`src/rtl/mem_access.sv`:
```
// mem_access: memory-stage controller between execute and writeback.
// Latency: non-memory op 1 cycle to wb_valid; memory op 1 + REQ cycles until ack.
// Backpressure: stall holds upstream while an access is outstanding; optional macro MEM_ALIGN_CHK_EN rejects misaligned accesses.
module mem_access #(
  parameter int TIMEOUT_CYCLES = 16
) (
  input  logic        clk,
  input  logic        rst_n,
  input  logic        ex_valid,
  input  logic        mem_read,
  input  logic        mem_write,
  input  logic [31:0] exe_out,
  input  logic [31:0] addr_in,
  input  logic [31:0] store_data,
  output logic        stall,
  output logic        mem_req,
  output logic        mem_we,
  output logic [31:0] mem_addr,
  output logic [31:0] mem_wdata,
  input  logic [31:0] mem_rdata,
  input  logic        mem_ack,
  output logic        wb_valid,
  output logic [31:0] wb_data,
  output logic        bus_err,
  output logic        misalign_err
);

  typedef enum logic {
    IDLE = 1'b0,
    REQ  = 1'b1
  } state_t;

  // Counter value seen in the last REQ cycle allowed before an abort.
  localparam logic [7:0] CNT_LAST = 8'(TIMEOUT_CYCLES - 1);

  state_t      state;
  state_t      state_nxt;
  logic [7:0]  cnt;
  logic [7:0]  cnt_nxt;
  logic        req_nxt;
  logic        we_nxt;
  logic [31:0] addr_nxt;
  logic [31:0] wdata_nxt;
  logic        wbv_nxt;
  logic [31:0] wbd_nxt;
  logic        berr_nxt;
  logic        merr_nxt;
  logic        stall_c;
  logic        mem_op;
  logic        misaligned;
  logic        timeout_hit;

  assign mem_op = mem_read | mem_write;

`ifdef MEM_ALIGN_CHK_EN
  assign misaligned = (addr_in[1:0] != 2'b00);
`else
  assign misaligned = 1'b0;
`endif

  // Last permitted REQ cycle without an ack ends the access with a bus error.
  assign timeout_hit = (cnt == CNT_LAST) && !mem_ack;

  // Stall is forced low while reset is asserted so upstream never sees a stale hold.
  assign stall = stall_c & rst_n;

  // Next-state, next-register values and the combinational stall.
  always_comb begin
    state_nxt = state;
    cnt_nxt   = cnt;
    req_nxt   = mem_req;
    we_nxt    = mem_we;
    addr_nxt  = mem_addr;
    wdata_nxt = mem_wdata;
    wbv_nxt   = 1'b0;
    wbd_nxt   = wb_data;
    berr_nxt  = 1'b0;
    merr_nxt  = 1'b0;
    stall_c   = 1'b0;

    case (state)
      IDLE: begin
        if (ex_valid) begin
          if (mem_op) begin
            if (misaligned) begin
              // Rejected without touching the bus; loads still retire with zero.
              merr_nxt = 1'b1;
              if (mem_read) begin
                wbv_nxt = 1'b1;
                wbd_nxt = 32'd0;
              end
            end else begin
              stall_c   = 1'b1;
              state_nxt = REQ;
              cnt_nxt   = 8'd0;
              req_nxt   = 1'b1;
              we_nxt    = ~mem_read;
              addr_nxt  = addr_in;
              wdata_nxt = store_data;
            end
          end else begin
            wbv_nxt = 1'b1;
            wbd_nxt = exe_out;
          end
        end
      end

      REQ: begin
        if (mem_ack) begin
          state_nxt = IDLE;
          cnt_nxt   = 8'd0;
          req_nxt   = 1'b0;
          if (!mem_we) begin
            wbv_nxt = 1'b1;
            wbd_nxt = mem_rdata;
          end
        end else if (timeout_hit) begin
          state_nxt = IDLE;
          cnt_nxt   = 8'd0;
          req_nxt   = 1'b0;
          berr_nxt  = 1'b1;
          if (!mem_we) begin
            wbv_nxt = 1'b1;
            wbd_nxt = 32'd0;
          end
        end else begin
          stall_c = 1'b1;
          cnt_nxt = cnt + 8'd1;
        end
      end

      default: begin
        state_nxt = IDLE;
      end
    endcase
  end

  // State register and all registered outputs.
  always_ff @(posedge clk or negedge rst_n) begin
    if (!rst_n) begin
      state        <= IDLE;
      cnt          <= 8'd0;
      mem_req      <= 1'b0;
      mem_we       <= 1'b0;
      mem_addr     <= 32'd0;
      mem_wdata    <= 32'd0;
      wb_valid     <= 1'b0;
      wb_data      <= 32'd0;
      bus_err      <= 1'b0;
      misalign_err <= 1'b0;
    end else begin
      state        <= state_nxt;
      cnt          <= cnt_nxt;
      mem_req      <= req_nxt;
      mem_we       <= we_nxt;
      mem_addr     <= addr_nxt;
      mem_wdata    <= wdata_nxt;
      wb_valid     <= wbv_nxt;
      wb_data      <= wbd_nxt;
      bus_err      <= berr_nxt;
      misalign_err <= merr_nxt;
    end
  end

endmodule

```
`config.mk`:
```
export PLATFORM = sky130hd
export DESIGN_NAME = mem_access
export DESIGN_NICKNAME = d
export VERILOG_FILES = /design/src/rtl/mem_access.sv
export SDC_FILE = /design/constraint.sdc
export NUM_CORES = 1
export LEC_CHECK = 0
export ABC_AREA = 1
export BUFFER_PORTS_ARGS = -buffer_cell sky130_fd_sc_hd__buf_4
export CAP_MARGIN = 20
export CELL_PAD_IN_SITES_DETAIL_PLACEMENT = 0
export CELL_PAD_IN_SITES_GLOBAL_PLACEMENT = 1
export CORE_MARGIN = 10
export CORE_UTILIZATION = 30
export DETAILED_ROUTE_END_ITERATION = 8
export PLACE_DENSITY_LB_ADDON = 0.1
export SLEW_MARGIN = 0
export SYNTH_ARGS = -nofsm -noshare
export SYNTH_HDL_FRONTEND = slang
export SYNTH_SLANG_ARGS = --single-unit
```
`constraint.sdc`:
```
create_clock -name clk -period 1.5 [get_ports clk]
set_clock_uncertainty 0.05 [all_clocks]
set_input_delay 0.15 -clock clk [delete_from_list [all_inputs] [get_ports clk]]
set_output_delay 0.15 -clock clk [all_outputs]
set_load 0.005 [all_outputs]
```
==> results <==
- Setup violations remaining at the end of the flow were counted as 30.
- The synthesized instance count is 483.
- The finished cells cover 8110 um^2.
- Setup repair after global routing could not meet its margin everywhere.
- In this run the worst hold path is classified as primary input to flip-flop.
- Of the post-synthesis cell area, the dominant cell type holds 0.559.
- The shortest period the worst path allows is 1.63 ns.
- The number of clock sinks is 109.
- The per-cell routed wire length is 17.1 um.
- The area used by multi-input combinational logic is 1930 um^2.
- Of the total power, the clock network draws 0.237.
- The global routing met1 resource utilization is 0.193.
- For this run, the total global-route usage over all layers was measured as 0.156.
- The total leakage power is 4.20 nW.
- Row generation in the floorplan step produced 46 rows.
- The clock reaches the later pin of the worst-skew pair after 0.34 ns.
- The routing layer with the top usage in global route is met2.
- The run finished, with violations left.
- Dividing the final minimum period by the clock period gives 1.09.
- 236 I/O pins were placed.
- Entering global routing, the biggest net connects 110 pins.
- The first detailed-routing pass took 5 iterations.
- In the final layout, the share of cells above drive strength 1 is 0.459.
- The final number of max-transition violations came to 0.
- The footprint of the flip-flops and latches is 2730 um^2.
- At the pin with the least slew margin, the transition time is 0.603 ns.
- The total placed instance area is 7030 um^2.
- The cell at the root of the clock tree is clkbuf_16.
- From bottom edge to top edge, the die measures 148 um.
- STA classifies the critical path endpoint as an output pin.
- Timing analysis after detailed placement gives a worst setup slack of -0.0459 ns.
- The full die area is 21800 um^2.
- The first-iteration detailed-routing DRC count is 165.
- After detailed routing, the number of remaining DRC violations is 0.
- After synthesis, the cell types taking the most area are dfrtp_1 (56%), mux2_2 (15%), nand2_1 (12%).
- Leaving out fill and tap cells, the most frequent cell in the layout is buf_4.
- The count of different cell masters after synthesis is 24.
- After layout, the worst setup slack is -0.131 ns.
- The critical path data required time is 1.30 ns.
- The checks that failed: negative setup slack.
- In this run the remaining antenna-violating nets after routing total 0.
- A synthesized cell averages 10.1 um^2.
- After layout, the design draws a total of 9.70 mW.
- The initial antenna violation count is 0.
- Detailed placement finished with a half-perimeter wire length of 12.8 mm.
- The cell area that synthesis handed to floorplanning was 4880 um^2.
- The number of nets handed over by synthesis was 618.
- The worst setup path is launched from a flip-flop.
- The wire length of the first global-routing pass is 27.2 mm.
- The achievable frequency is 613 MHz.
- For this run, global-route usage on met3 was measured as 0.0553.
- The total number of yosys warnings is 0.
- In this run the worst path has a maximum fanout of 2.
- The share of the Yosys chip area taken by registers is 0.559.
- For this run, asynchronously set or reset flops after synthesis account for 1.00.
- The number of global-route vias before repair is 4866.
- The switching share of total power is 0.295.
- The number of synthesized register bits is 109.
- Counting flops with a built-in enable in the synthesized netlist gives 0.
- VDD sags by at most 0.525 mV.
- Summed over all layers, the global routing overflow is 0.
- The power density over the cells is 1200 nW/um^2.
- Of the total power, registers draw 0.423.
- TritonCTS built the clock tree.
- The number of diodes added for antenna fixing is 0.
- The relative max-transition margin is 0.598.
- The H-tree was split into 3 levels.
- In this run, CTS created clock tree buffers numbering 9.
- The filler cells instantiated in the layout total 1487.
- The worst setup path is of the flip-flop to output pin kind.
- The post-layout net count is 941.
- In the layout the commonest cells are buf_4 (267), nand2_1 (159), dfrtp_1 (108).
- The max-capacitance violation count is 0.
- The starting density of the core is 0.307.
- Among all flip-flop cells after synthesis, the most frequent one is dfrtp_1.
- The number of buffers between clock root and the deepest sink is 2.
- The wire length reported by the detailed router is 17.6 mm.
- At the worst endpoint, the arrival time is 1.43 ns.
- The net switching power of the design is 2.86 mW.
- In the global route stage, met2 resource usage came out at 0.247.
- The growth of design area from synthesis to finish is 66.2%.
- The horizontal extent of the die is 148 um.
- Once layout is complete, the utilization of the core stands at 0.510.
- The internal power of the cells totals 6.84 mW.
- The post-CTS clock slew at the launch and capture registers of the worst setup and hold paths is 0.07 ns.
- The logic gate share of total power is 0.340.
- The largest area contributor in the synthesized netlist is dfrtp_1.
- The congestion estimate from routability-driven global placement came to 0.768.
- The floorplan step defined a core boundary enclosing 15900 um^2.
- The routed layout has 4572 vias.
- In this run the tool buffered the top-level ports with 234 buffer cells.
- The number of failing hold endpoints at the final stage is 0.
- The ratio of routed vias to standard cells is 4.45.
per-stage QoR:
stage                      TNS, ns  hold slack (ns)  std cells
final                        -1.01           0.0158       1027
after global placement    -0.00154            0.281        936
after global routing         -3.93          0.00412       1027
after floorplan                  0           -0.196        483
after detailed placement   -0.0723            0.287        936
after CTS                   -0.221       0.00000314       1019
cells in the mapped netlist, types with 2 or more instances:
master / count
buf_1: 3
buf_2: 7
buf_6: 10
clkbuf_1: 8
dfrtp_1: 109
inv_1: 18
mux2_2: 64
nand2_1: 159
nand2_2: 2
nand2_4: 2
nand3_1: 71
nand4_1: 9
nor2_1: 4
nor2_2: 2
o21ai_0: 5
o21bai_1: 2
state kept, by name, indices dropped and copies added (netlist names):
signal,flops
cnt,8
wb_valid,1
mem_wdata,32
wb_data,32
mem_addr,32
bus_err,1
mem_req,1
mem_we,1
state,1
critical path, stage by stage (launching register included):
cell and delay, ns:
dfrtp_1 0.39, ha_2 0.20, nand3_2 0.08, inv_2 0.04, nand3_2 0.06, nand3_2 0.08
a21boi_2 0.12, buf_4 0.12
worst paths after layout:
kind                                    start       endpoint  slack [ns]  cells after the start
worst min register to register  mem_wdata[12]  mem_wdata[12]        0.46                      1
max in group asynchronous               rst_n         cnt[5]        0.44                      3
worst min-delay path               addr_in[0]    mem_addr[0]        0.02                      2
worst max register to register         cnt[1]    wb_data[21]       -0.05                      9
worst max-delay path                   cnt[0]          stall       -0.13                      7
min in group asynchronous               rst_n         cnt[2]        0.48                      3
final cells by class:
| cell class | instances | share of cell area |
|---|---|---|
| Multi-Input combinational cell | 326 | 0.238 |
| Inverter | 19 | 0.00880 |
| Tap cell | 216 | 0.0333 |
| Clock inverter | 5 | 0.00525 |
| Clock buffer | 11 | 0.0299 |
| Timing Repair Buffer | 341 | 0.348 |
| Sequential cell | 109 | 0.337 |
cell families (layout without fill, tap and decap cells):
logic type      after synthesis  count (layout)  share of synthesized area
compound gates                9               9                     0.0121
buf+inv                      48             376                     0.0549
flops                       109             109                      0.559
simple gates                251             251                      0.223
mux                          64              64                      0.148
other cells                   1               1                   0.000769
fa+ha+maj                     1               1                    0.00256
repair_timing:
action                     4_1_cts  5_1_grt
resized for setup                8        6
gates cloned                     0        2
buffers inserted                 3        5
setup endpoints to repair        1       34
hold buffers                    64        1
hold endpoints to repair       172        1
pin swaps                        4        3
metal layers:
metal	vias to the layer above	routed length, um
met3	23	1450
met1	2123	7620
met2	196	8110
met5	-	0
li1	2230	-
met4	0	389
power by group through the flow:
stage | Sequential [mW] | Combinational [mW] | Clock [mW]
3_5_place_dp | 4.15 | 3.14 | 0
2_1_floorplan | 4.17 | 1.10 | 0
5_1_grt | 4.20 | 3.63 | 2.53
3_3_place_gp | 4.12 | 3.11 | 0
4_1_cts | 4.10 | 3.30 | 2.40
6_report | 4.10 | 3.30 | 2.30
Power figures use the tool's default switching activity.
